## src/rtl/lc3b_types.sv

```systemverilog
// Shared types for the LC-3b cache: default-width aliases plus the
// address sequencer's state and mode enums.
package lc3b_types;

    typedef logic [15:0] lc3b_word;
    typedef logic [8:0]  lc3b_tag;
    typedef logic [2:0]  lc3b_set;

    typedef enum logic [1:0] {
        IDLE = 2'd0,
        WB   = 2'd1,
        FILL = 2'd2,
        DONE = 2'd3
    } addrgen_state_t;

    typedef enum logic {
        MISS  = 1'b0,
        FLUSH = 1'b1
    } addrgen_mode_t;

endpackage

```

## src/rtl/line_addr_compose.sv

```systemverilog
// Builds a line beat address {tag, set, beat*BEAT_BYTES}; the offset is
// formed at OFFSET_W bits, which cannot overflow because BEATS*BEAT_BYTES
// equals the line size.
module line_addr_compose #(
    parameter int TAG_W      = 9,
    parameter int SET_W      = 3,
    parameter int OFFSET_W   = 4,
    parameter int BEAT_W     = 1,
    parameter int BEAT_BYTES = 16
) (
    input  logic [TAG_W-1:0]                  tag,
    input  logic [SET_W-1:0]                  set,
    input  logic [BEAT_W-1:0]                 beat,
    output logic [TAG_W+SET_W+OFFSET_W-1:0]   addr
);

    logic [31:0]         offset_wide;
    logic [OFFSET_W-1:0] offset;

    // Scale beat number to byte offset and concatenate the line address
    always_comb begin
        offset_wide = 32'(beat) * 32'(BEAT_BYTES);
        offset      = offset_wide[OFFSET_W-1:0];
        addr        = {tag, set, offset};
    end

    logic unused_offset_hi;
    assign unused_offset_hi = ^offset_wide[31:OFFSET_W];

endmodule

```

## src/rtl/cache_miss_addrgen.sv

```systemverilog
// Miss/flush address sequencer: latches the victim tag and set on a
// request, issues the writeback beats if dirty, then the fill beats for
// a miss, and pulses done. Outputs depend only on registered state.
module cache_miss_addrgen
    import lc3b_types::*;
#(
    parameter int WAYS     = 2,
    parameter int ADDR_W   = 16,
    parameter int SET_W    = 3,
    parameter int OFFSET_W = 4,
    parameter int BEATS    = 1,
    localparam int TAG_W      = ADDR_W - SET_W - OFFSET_W,
    localparam int WAY_W      = $clog2(WAYS),
    localparam int BEAT_W     = (BEATS > 1) ? $clog2(BEATS) : 1,
    localparam int BEAT_BYTES = (2 ** OFFSET_W) / BEATS
) (
    input  logic                    clk,
    input  logic                    rst_n,
    input  logic                    miss_req,
    input  logic [ADDR_W-1:0]       miss_addr,
    input  logic                    flush_req,
    input  logic [SET_W-1:0]        flush_set,
    input  logic [WAY_W-1:0]        victim_way,
    input  logic                    victim_dirty,
    input  logic [WAYS*TAG_W-1:0]   tags,
    input  logic                    pmem_resp,
    output logic                    pmem_read,
    output logic                    pmem_write,
    output logic [ADDR_W-1:0]       pmem_address,
    output logic [BEAT_W-1:0]       beat_idx,
    output logic                    busy,
    output logic                    done
);

    localparam logic [BEAT_W-1:0] LAST_BEAT = BEAT_W'(BEATS - 1);

    addrgen_state_t     state_q, state_d;
    addrgen_mode_t      mode_q,  mode_d;
    logic [BEAT_W-1:0]  beat_q,  beat_d;
    logic [TAG_W-1:0]   vtag_q,  vtag_d;
    logic [TAG_W-1:0]   mtag_q,  mtag_d;
    logic [SET_W-1:0]   set_q,   set_d;
    logic               dirty_q, dirty_d;

    logic [TAG_W-1:0]   victim_tag;
    logic [TAG_W-1:0]   comp_tag;
    logic [ADDR_W-1:0]  comp_addr;

    // Select the victim way's tag from the flattened tag bus
    always_comb begin
        victim_tag = tags[int'(victim_way)*TAG_W +: TAG_W];
    end

    // Next-state, beat counter and request latching
    always_comb begin
        state_d = state_q;
        mode_d  = mode_q;
        beat_d  = beat_q;
        vtag_d  = vtag_q;
        mtag_d  = mtag_q;
        set_d   = set_q;
        dirty_d = dirty_q;

        unique case (state_q)
            IDLE: begin
                // miss_req has priority; a simultaneous flush_req is dropped
                if (miss_req) begin
                    vtag_d  = victim_tag;
                    set_d   = miss_addr[OFFSET_W +: SET_W];
                    mtag_d  = miss_addr[ADDR_W-1 -: TAG_W];
                    dirty_d = victim_dirty;
                    mode_d  = MISS;
                    beat_d  = '0;
                    state_d = victim_dirty ? WB : FILL;
                end else if (flush_req) begin
                    vtag_d  = victim_tag;
                    set_d   = flush_set;
                    dirty_d = victim_dirty;
                    mode_d  = FLUSH;
                    beat_d  = '0;
                    state_d = victim_dirty ? WB : DONE;
                end
            end
            WB: begin
                if (pmem_resp) begin
                    if (beat_q == LAST_BEAT) begin
                        beat_d  = '0;
                        state_d = (mode_q == MISS) ? FILL : DONE;
                    end else begin
                        beat_d = beat_q + 1'b1;
                    end
                end
            end
            FILL: begin
                if (pmem_resp) begin
                    if (beat_q == LAST_BEAT) begin
                        beat_d  = '0;
                        state_d = DONE;
                    end else begin
                        beat_d = beat_q + 1'b1;
                    end
                end
            end
            DONE: begin
                state_d = IDLE;
            end
            default: begin
                state_d = IDLE;
            end
        endcase
    end

    // State and latch registers; reset aborts any transfer in flight
    always_ff @(posedge clk or negedge rst_n) begin
        if (!rst_n) begin
            state_q <= IDLE;
            mode_q  <= MISS;
            beat_q  <= '0;
            vtag_q  <= '0;
            mtag_q  <= '0;
            set_q   <= '0;
            dirty_q <= 1'b0;
        end else begin
            state_q <= state_d;
            mode_q  <= mode_d;
            beat_q  <= beat_d;
            vtag_q  <= vtag_d;
            mtag_q  <= mtag_d;
            set_q   <= set_d;
            dirty_q <= dirty_d;
        end
    end

    // Writeback uses the victim tag, fill uses the missing address's tag
    always_comb begin
        comp_tag = (state_q == WB) ? vtag_q : mtag_q;
    end

    line_addr_compose #(
        .TAG_W      (TAG_W),
        .SET_W      (SET_W),
        .OFFSET_W   (OFFSET_W),
        .BEAT_W     (BEAT_W),
        .BEAT_BYTES (BEAT_BYTES)
    ) u_compose (
        .tag  (comp_tag),
        .set  (set_q),
        .beat (beat_q),
        .addr (comp_addr)
    );

    // Memory-side outputs decoded from registered state only
    always_comb begin
        pmem_write   = (state_q == WB);
        pmem_read    = (state_q == FILL);
        pmem_address = (pmem_write || pmem_read) ? comp_addr : '0;
        beat_idx     = beat_q;
        busy         = (state_q != IDLE);
        done         = (state_q == DONE);
    end

    // dirty_q is kept for visibility of the latched request; the line
    // offset bits of miss_addr never reach the memory address
    logic unused_bits;
    assign unused_bits = ^{dirty_q, miss_addr[OFFSET_W-1:0]};

endmodule

```

## config.mk

```make
export PLATFORM = sky130hd
export DESIGN_NAME = cache_miss_addrgen
export DESIGN_NICKNAME = d
export VERILOG_FILES = /design/src/rtl/lc3b_types.sv /design/src/rtl/line_addr_compose.sv /design/src/rtl/cache_miss_addrgen.sv
export SDC_FILE = /design/constraint.sdc
export NUM_CORES = 1
export LEC_CHECK = 0
export ABC_AREA = 1
export CORE_MARGIN = 2
export CORE_UTILIZATION = 35
export DETAILED_ROUTE_END_ITERATION = 16
export PLACE_DENSITY = 0.69
export RECOVER_POWER = 100
export SLEW_MARGIN = 20
export SYNTH_ARGS = -nofsm -noshare
export SYNTH_HDL_FRONTEND = slang
export SYNTH_SLANG_ARGS = --single-unit
```

## constraint.sdc

```tcl
create_clock -name clk -period 4.2 [get_ports clk]
set_input_delay 0.84 -clock clk [delete_from_list [all_inputs] [get_ports clk]]
set_output_delay 0.84 -clock clk [all_outputs]
set_load 0.01 [all_outputs]
```

Word-level counts from Yosys, hierarchy flattened
Index checks and enable logic that the tools add are counted.
{ "op_classes": {"muxes": 23, "shifts": 1, "mul": 1, "eq_ne": 9, "add_sub_neg": 1, "reduce_logical": 10} }
{ "op_table": {"columns": ["op", "n"], "rows": [
  ["$mux W9", 3],
  ["$shiftx A18 B6 Y9", 1],
  ["$mux W16", 1],
  ["$mux W2", 8],
  ["$ne A2 B2 Y1 const B", 4],
  ["$pmux W2 S4", 1],
  ["$mux W1", 7],
  ["$mux W3", 2],
  ["$reduce_bool A2 Y1", 3],
  ["$mul A1 B4 Y5 const B", 1],
  ["$reduce_and A5 Y1", 1],
  ["$eq A2 B2 Y1 const B", 2],
  ["$reduce_and A2 Y1", 2],
  ["$ne A3 B3 Y1 const B", 1],
  ["$reduce_and A3 Y1", 1],
  ["$eq A2 B1 Y1 const B", 1],
  ["$logic_not A2 Y1", 1],
  ["$ne A2 B1 Y1 const B", 1],
  ["$pmux W1 S2", 1],
  ["$reduce_or A2 Y1", 1],
  ["$add A1 B1 Y1 const B", 1],
  ["$logic_or A1 B1 Y1", 1]
]} }
{ "totals": {"out_inout_bits": 21, "input_bits": 44, "reg_bits": 25} }

Logic depth before layout (Yosys ltp)
{ "logic_depth": {"depth_word": 4, "mapped_depth": 8, "ltp_nobuf": 8} }

Modules after synthesis
Synthesis repeated with hierarchy kept, for this count alone.
{ "unflattened": {"cells_unflattened": 239, "area_unflattened_um2": 1622.8} }
{ "by_module_without_submodules": {"columns": ["module", "cells_per_inst", "seq_area_each_um2", "instances", "area_each_um2"], "rows": [
  ["cache_miss_addrgen", 222, 600.6, 1, 1498.9],
  ["line_addr_compose", 17, 0.0, 1, 123.9]
]} }

Least setup slack after synthesis
No wires, ideal clock.
{ "synth_path": {"path_type": "register to output", "start": "register state_q[1]", "end": "output pmem_address[11]", "stages_incl_launch_ff": 7, "n_path_buf": 2, "arrival_time_ns": 1.435, "setup_slack_ns": 1.925, "path_cell_list": "dfrtp_1 > inv_1 > ha_1 > clkbuf_1 > buf_2 > o21ai_0 > a21oi_1"} }
{ "synth_between": {"elab_chain_len": 3, "elab_cells_between_ends": 5, "classes_between": "eq/ne: 2; mux: 2; reduce/logical: 1"} }
{ "synth_lines": {"columns": ["element", "line_no", "rtl"], "rows": [
  ["start, declared", "cache_miss_addrgen.sv:37", "addrgen_state_t state_q, state_d;"],
  ["start signal, assigned", "cache_miss_addrgen.sv:124", "state_q <= state_d;"],
  ["$eq A2 B1 Y1 *", "cache_miss_addrgen.sv:154", "pmem_write = (state_q == WB);"],
  ["via pmem_write", "cache_miss_addrgen.sv:28", "output logic pmem_write,"],
  ["$mux W9 / $logic_or A1 B1 Y1 (equally long branches)", "cache_miss_addrgen.sv:136, cache_miss_addrgen.sv:156", null],
  ["$mux W16 *", "cache_miss_addrgen.sv:156", "pmem_address = (pmem_write || pmem_read) ? comp_addr : '0;"],
  ["end, declared", "cache_miss_addrgen.sv:29", "output logic [ADDR_W-1:0] pmem_address,"]
]} }
The timed path passes the listed nets; every way through them passes the cells marked *.

Worst setup path after layout
{ "layout_path": {"start": "register state_q[1]", "end": "output pmem_address[14]"} }
{ "layout_between": {"elab_chain_len": 3, "elab_cells_between_ends": 5, "classes_between": "eq/ne: 2; mux: 2; reduce/logical: 1"} }
{ "layout_lines": {"columns": ["element", "line_no"], "rows": [
  ["$eq A2 B1 Y1 / $eq A2 B2 Y1 (equally long branches)", "cache_miss_addrgen.sv:136, cache_miss_addrgen.sv:154, cache_miss_addrgen.sv:155"],
  ["$mux W9 / $logic_or A1 B1 Y1 (equally long branches)", "cache_miss_addrgen.sv:136, cache_miss_addrgen.sv:156"],
  ["$mux W16 *", "cache_miss_addrgen.sv:156"]
]} }
Every way passes the cells marked *; elsewhere a longest branch is shown, timed or not.

==> results.md <==
- Post-synthesis register bit count: 24
- Storage element area: 601 µm²
- Area occupied by multi-input gates: 623 µm²
- Vias in the first global route: 1187
- Site Rows: 23
- Ant. Diodes: 0
- Final Skew: 0.00592 ns
- Resized cells post-CTS: 0
- Slowest CP cell: dlygate4sd3_1
- Cell Area, Synth: 0.00144 mm²
- Fillers: 428
- Largest net degree at the start of global routing: 25
- Worst path cell trace: inv_1 -> ha_1 -> o21ai_0 -> a21oi_1 -> dlygate4sd3_1
- Fin Setup TNS: 0 ns
- Ys Warns: 0
- CP Capture Type: output port
- Clock Tree Root: clkbuf_8
- Hold Crit Class: reg2reg
- Slew headroom: 8.34%
- DRC Markers: 0
- Worst setup path startpoint: state_q[1]
- Layout cells sized above 1: 1.59%
- Starting Density: 36.2%
- Final net count: 302
- Post-DP HPWL: 2480 µm
- GRT Overall Usage: 15.4%
- Area delta synth->final: 41.0%
- Post-synth cell types: 17
- Outcome: completed
- Latest clock arrival within the worst-skew pair: 0.27 ns
- LEAKAGE: 1.06 nW
- Final Cycle Share: 75.5%
- Mean area per synthesized cell: 7.12 µm²
- Clock Sink Count: 24
- Worst-case reg-to-reg path depth: 5
- Crit path to: pmem_address[14]
- RSZ-0062 raised after global routing: false
- H-tree levels: 1
- Via/cell ratio: 4.24
- Minimum clock period: 3.17 ns
- Placer Congestion: 0.767
- Max Root-Sink Buffers: 2
- Synth Instances: 202
- Buffers on Ports: 55
- Most frequent cells in the layout: 64 x nand2_1, 37 x clkdlybuf4s50_1, 34 x inv_1
- CTS buffer count: 3
- Final setup viols: 0
- DR WL/cell: 10.8 µm
- Critical Path RT: 3.36 ns
- R2r endpoint: vtag_q[1]
- Seq/Total Area, Yosys: 41.7%
- Max Cap Viol: 0
- First-pass GRT wire length: 5310 µm
- VDD IR max: 0.250 mV
- Die W: 68.1 µm
- Worst-Margin Slew: 1.37 ns
- Worst-path clk slew: 0.09 ns
- Critical path's largest stage delay: 0.64 ns
- 1st-iter DRT viols: 69
- Ports: 65
- Vias: 1276
- HP Start: mtag_q[2]
- Reg-to-Reg Start: state_q[0]
- Post-CTS Setup Bufs: 0
- CP Launch Type: flop
- Setup Crit Path Kind: reg2out
- Final WS setup: 1.03 ns
- CTS tree: done
- Die ar.: 0.00464 mm²
- Core area: 0.00397 mm²
- CP max FO: 19
- Final Hold Viols: 0
- Max Slew Vio Count: 0
- Total power: 0.00130 W
- WHS: 0.473 ns
- Final wirelength: 3250 µm
- Most common cell after layout, fill and taps aside: nand2_1
- Antenna viol nets, final: 0
- Flop2flop setup slack: 1.63 ns
- Fmax: 315 MHz
- Post-CTS Hold Buffers: 0
- WP data arrival: 2.33 ns
- Initial antenna violation count: 0
- Drt pass-1 iters: 4
- Chip height: 68.1 µm
- Post-place setup slack: 1.39 ns
- Power per Cell Area: 643 mW/mm²
- Total grt overflow: 0
[worst max-delay path, delay by kind of cell (launching register included)]
family | cells | cell delay [ns]
DFF | 1 | 0.41
adders and majority gates | 1 | 0.53
buffers and inverters | 2 | 0.77
AOI/OAI and AO/OA | 2 | 0.36
[layer usage]
metal	GRT usage, %	part of all wire (%)	vias to the layer above	routed length [µm]
met2	25.6	47	34	1540
met1	19.7	44	530	1440
met5	0	0	-	0
li1	-	-	708	-
met4	6.75	1.9	0	61
met3	2.47	6.3	4	206
[how the worst min path moves through the flow]
| stage | slack [ns] | cells past startpoint | end |
|---|---|---|---|
| 3_5_place_dp | 0.45 | 2 | mtag_q[8] |
| 5_1_grt | 0.49 | 2 | mtag_q[8] |
| 2_1_floorplan | 0.44 | 2 | mtag_q[0] |
| 6_report | 0.47 | 2 | mtag_q[2] |
| 3_3_place_gp | 0.45 | 2 | mtag_q[4] |
| 4_1_cts | 0.48 | 2 | mtag_q[8] |
[kinds of logic (layout without fill, tap and decap cells)]
logic type,count (synthesis),after routing,synth area share (%)
buf+inv,48,93,15.0
fa+ha+maj,6,6,5.22
other cells,1,5,0.261
flops,24,24,41.7
compound gates,43,43,15.7
simple gates,80,80,22.0
[through the flow]
step	instance area (µm²)	utilization, %	instances
floorplan	1450	-	206
global placement	1980	49.8	297
detailed placement	1980	49.8	297
CTS	2050	51.6	301
global route	2030	51.1	301
finish	2030	51.1	301
[Yosys cell counts]
master    count  area share (%)
nand2_1      63              16
inv_1        33             8.6
o21ai_0      27             9.4
dfrtp_1      24              42
nand3_1      11             3.8
a21oi_1       9             3.1
buf_4         6             3.1
ha_1          6             5.2
o21ai_1       6             2.1
buf_2         5             1.7
nor2_1        5             1.3
clkbuf_1      2            0.52
a21oi_4       1             1.1
buf_6         1            0.78
conb_1        1            0.26
inv_2         1            0.26
nand2_2       1            0.44
[flip-flops by register name, summed over array words and instances (netlist names)]
signal and cells:
mtag_q 9, vtag_q 9, set_q 3, state_q 2, mode_q 1
[layout make-up]
class / instances / area share [%]
multi-input cells: 134 / 30.7
clock inverters: 1 / 1.48
inverters: 34 / 6.29
clock buffers: 3 / 2.03
repair buffers: 55 / 26.8
flip-flops and latches: 24 / 29.6
well taps: 50 / 3.08
[power by group]
group          switching [W]  leakage [nW]  internal [W]
Clock              0.0000761        0.0357      0.000128
Combinational       0.000402         0.723      0.000309
Sequential         0.0000486         0.298      0.000341
Total               0.000526          1.06      0.000778
Power figures use the tool's default switching activity.
==> edit 1, RTL diff (same flow settings) <==
Reset style: synchronous (`rst_n`), changed in one clocked block.
--- a/src/rtl/cache_miss_addrgen.sv
+++ b/src/rtl/cache_miss_addrgen.sv
@@ -111,7 +111,7 @@
     end
 
     // State and latch registers; reset aborts any transfer in flight
-    always_ff @(posedge clk or negedge rst_n) begin
+    always_ff @(posedge clk) begin
         if (!rst_n) begin
             state_q <= IDLE;
             mode_q  <= MISS;
Behaviour: differs if rst_n is asserted again (counterexample within 4 cycles, from zero or initial values and one cycle with rst_n low); with rst_n held inactive, the same outputs for 10 cycles.
==> edit 1 against the unedited design <==
Sequential cell count unchanged; final area decreased by 4.6%; area after synthesis shrank 5.2%; synthesized cell count increased by 5.0%; setup slack improved by 0.068 ns; critical path depth stayed put; first-iteration DRC count is 49% lower; routed wire length shrank 7.4%; power decreased by 24%; sequential power is 13% lower; critical path type unchanged; largest cell class unchanged; highest routed layer unchanged.
==> edit 1: results (changes against the unedited design) <==
logic_synthesis:
  synth-main-ff-cell: "dfxtp_1"  # was dfrtp_1
  synth-compound-area-share_pct: 19.4  # was 15.7%
  synth.distinct_cells: 22  # was 17
  synth_warnings: 0  # unchanged
  async_flop_share_pct: 0  # was 100%
  ys_top_cells_by_area: "dfxtp_1, o21ai_0, nor2_1"  # was dfrtp_1, nand2_1, o21ai_0
  synthTopCellsByCount: "nor2_1, o21ai_0, nand2_1, inv_1, dfxtp_1"  # was nand2_1, inv_1, o21ai_0, dfrtp_1, nand3_1
  synth_seq_area_share_pct: 35.2  # was 41.7%
critical_path:
  startpoint: "state_q[0]$_SDFFE_PN0P_"  # was state_q[1]$_DFFE_PN0P_
  worstSetupEndpoint: "pmem_address[7]"  # was pmem_address[14]
  crit_arrival_ns: 2.27  # was 2.33 ns
  reg2reg_from: "state_q[0]$_SDFFE_PN0P_"  # was state_q[0]$_DFFE_PN0P_
  timing.rr.end: "mtag_q[4]$_SDFFE_PN0P_"  # was vtag_q[1]$_DFFE_PN0P_
  reg2regPathDepth: 6  # was 5
  worstPathMaxFanout: 13  # was 19
  r2r_setup_slack_ns: 2.47  # was 1.63 ns
timing:
  max_slew_margin_pct: 54.6  # was 8.34%
  fin_skew_ns: 0.00230  # was 0.00592 ns
  post-route-period-util_pct: 73.9  # was 75.5%
grt:
  grt_pass1_wl_um: 4850  # was 5310 µm
  grt_use_total_pct: 14.2  # was 15.4%
  use_met3_pct: 3.07  # was 2.47%
  gr-usage-met1_pct: 16.5  # was 19.7%
  globalRouteMet2Util_pct: 25.3  # was 25.6%
  grt_pass1_vias: 1187  # unchanged
  grt_max_degree: 22  # was 25
finish:
  finalNetCount: 311  # was 302
  nFillCells: 390  # was 428
  drive_gt1_share_pct: 2.69  # was 1.59%
placed_design:
  gp_congestion: 0.807  # was 0.767
  hpwl_um: 2330  # was 2480 µm
  preCtsSetupSlack_ns: 1.45  # was 1.39 ns
pwr:
  total_power_uw: 992  # was 1300 µW
  ir_drop_mv: 0.387  # was 0.250 mV
  seq_power_share_pct: 34.3  # was 29.9%
  power_switching_uw: 390  # was 526 µW
  pg_comb_uw: 496  # was 711 µW
  p_leak_uw: 0.000925  # was 0.00106 µW
routing:
  dr_wl_met2_um: 1330  # was 1540 µm
  wl_um: 3010  # was 3250 µm
  drt_first_pass_iters: 2  # was 4
  wl_met1_um: 1450  # was 1440 µm
  vias: 1344  # was 1276
  dr_wl_met3_um: 196  # was 206 µm
  first_iter_violations: 35  # was 69
min_path:
  min_to: "set_q[1]$_SDFFE_PN0P_"  # was mtag_q[2]$_DFFE_PN0P_
  hold_start: "set_q[1]$_SDFFE_PN0P_"  # was mtag_q[2]$_DFFE_PN0P_
clock_tree:
  clock_latency_ns: 0.26
outcome:
  status: "finished, final reports clean"  # unchanged
-- edit 1: cell types whose count changed after synthesis, moves of 2 or more --
| cell | change |
|---|---|
| dfxtp_1 | +24 |
| clkbuf_1 | +2 |
| o21ai_0 | +10 |
| inv_1 | -4 |
| o21ai_1 | -5 |
| nand3_1 | -10 |
| nor2_1 | +37 |
| a21oi_1 | +4 |
| nand2_1 | -27 |
| dfrtp_1 | -24 |
| buf_2 | -3 |
-- edit 1: through the flow --
stage,cells,area (µm²)
after global placement,304,1890
after CTS,308,1950
final,308,1940
after floorplan,216,1380
after global routing,308,1940
after detailed placement,304,1890
-- edit 1: area by class of cell --
cell class                      instances  area share, %
Multi-Input combinational cell        146           34.8
Sequential cell                        24           24.8
Tap cell                               48           3.10
Clock buffer                            4           2.84
Timing Repair Buffer                   55           28.4
Inverter                               31           6.01
-- edit 1: critical path: stages (launching register included) --
cell and delay, ns:
dfxtp_1 0.41, inv_1 0.12, ha_1 0.51, o21ai_0 0.14, a21oi_1 0.19, dlygate4sd3_1 0.63
==> edit 2, RTL diff (same flow settings) <==
Made on the original files. `SET_W` is set to 3 in 2 places; all go to 6.
--- a/src/rtl/line_addr_compose.sv
+++ b/src/rtl/line_addr_compose.sv
@@ -3,7 +3,7 @@
 // equals the line size.
 module line_addr_compose #(
     parameter int TAG_W      = 9,
-    parameter int SET_W      = 3,
+    parameter int SET_W      = 6,
     parameter int OFFSET_W   = 4,
     parameter int BEAT_W     = 1,
     parameter int BEAT_BYTES = 16
--- a/src/rtl/cache_miss_addrgen.sv
+++ b/src/rtl/cache_miss_addrgen.sv
@@ -6,7 +6,7 @@
 #(
     parameter int WAYS     = 2,
     parameter int ADDR_W   = 16,
-    parameter int SET_W    = 3,
+    parameter int SET_W    = 6,
     parameter int OFFSET_W = 4,
     parameter int BEATS    = 1,
     localparam int TAG_W      = ADDR_W - SET_W - OFFSET_W,
Interface: changed (resized flush_set and tags); port bits go from 65 to 62. The function was not compared with the original's and may differ.
==> edit 2 against the unedited design <==
Setup slack improved by 0.10 ns; area after synthesis down 7.7%; synthesized cell count fell by 11%; routed wire length decreased by 9.8%; power decreased by 11%; via count down 5.3%; non-clock buffer count is 2 lower; final area down 8.2%; sequential cell count decreased by 3; count of clock-buffer cells in the layout grew 1; sequential share of layout area down 1.4 points.
==> edit 2: results (changes against the unedited design) <==
outcome:
  status: "finished, final reports clean"  # unchanged
placed_design:
  hpwl_um: 2210  # was 2480 µm
  preCtsSetupSlack_ns: 1.42  # was 1.39 ns
  port_buffers: 52  # was 55
  gp_congestion: 0.706  # was 0.767
logic_synthesis:
  netlist.area_leader.share_pct: 39.6  # was 41.7%
  synth-compound-area-share_pct: 14.7  # was 15.7%
  synth.distinct_cells: 21  # was 17
pwr:
  powerSeq_uw: 347  # was 390 µW
  p_comb_share_pct: 59.0  # was 54.5%
critical_path:
  timing.rr.end: "set_q[3]$_DFFE_PN0P_"  # was vtag_q[1]$_DFFE_PN0P_
  r2r_setup_slack_ns: 1.84  # was 1.63 ns
grt:
  gr-usage-met1_pct: 18.0  # was 19.7%
  use_met3_pct: 4.11  # was 2.47%
  grt_pass1_wl_um: 5110  # was 5310 µm
  grt_use_total_pct: 15.3  # was 15.4%
routing:
  wl_um: 2940  # was 3250 µm
  vias_per_cell: 4.38  # was 4.24
finish:
  largest_registers: "mtag_q (6), set_q (6), vtag_q (6)"  # was mtag_q (9), vtag_q (9), set_q (3)
  drive_gt1_share_pct: 3.95  # was 1.59%
  inv_count: 28  # was 34
  seq_area_share_pct: 28.2  # was 29.6%
  finalNetCount: 276  # was 302
  buffers: 53  # was 55
  nClkBuffers: 4  # was 3
min_path:
  hold_start: "mtag_q[3]$_DFFE_PN0P_"  # was mtag_q[2]$_DFFE_PN0P_
clock_tree:
  clk_pin_slew_ns: 0.07  # was 0.09 ns
floorplanning:
  die-area_mm2: 0.00430  # was 0.00464 mm²
[edit 2: cell types whose count changed after synthesis, moves of 4 or more]
cell,before,now
inv_1,33,27
o21ai_0,27,15
or2_2,0,4
o21ai_1,6,2
o21ai_2,0,4
o211ai_1,0,6
nand2_1,63,52
[edit 2: worst min-delay path by stage]
stage / slack, ns / end / cells after the start
after CTS: 0.47 / mtag_q[3]$_DFFE_PN0P_ / 2
after floorplan: 0.44 / mtag_q[0]$_DFFE_PN0P_ / 2
after global routing: 0.49 / mtag_q[3]$_DFFE_PN0P_ / 2
after global placement: 0.45 / mtag_q[0]$_DFFE_PN0P_ / 2
final: 0.47 / mtag_q[3]$_DFFE_PN0P_ / 2
after detailed placement: 0.45 / mtag_q[1]$_DFFE_PN0P_ / 2
[edit 2: layer usage]
metal	part of all wire, %	up-vias
met4	0.51	0
met1	42	518
met2	48	41
met3	9.4	2
met5	0	-
li1	-	648
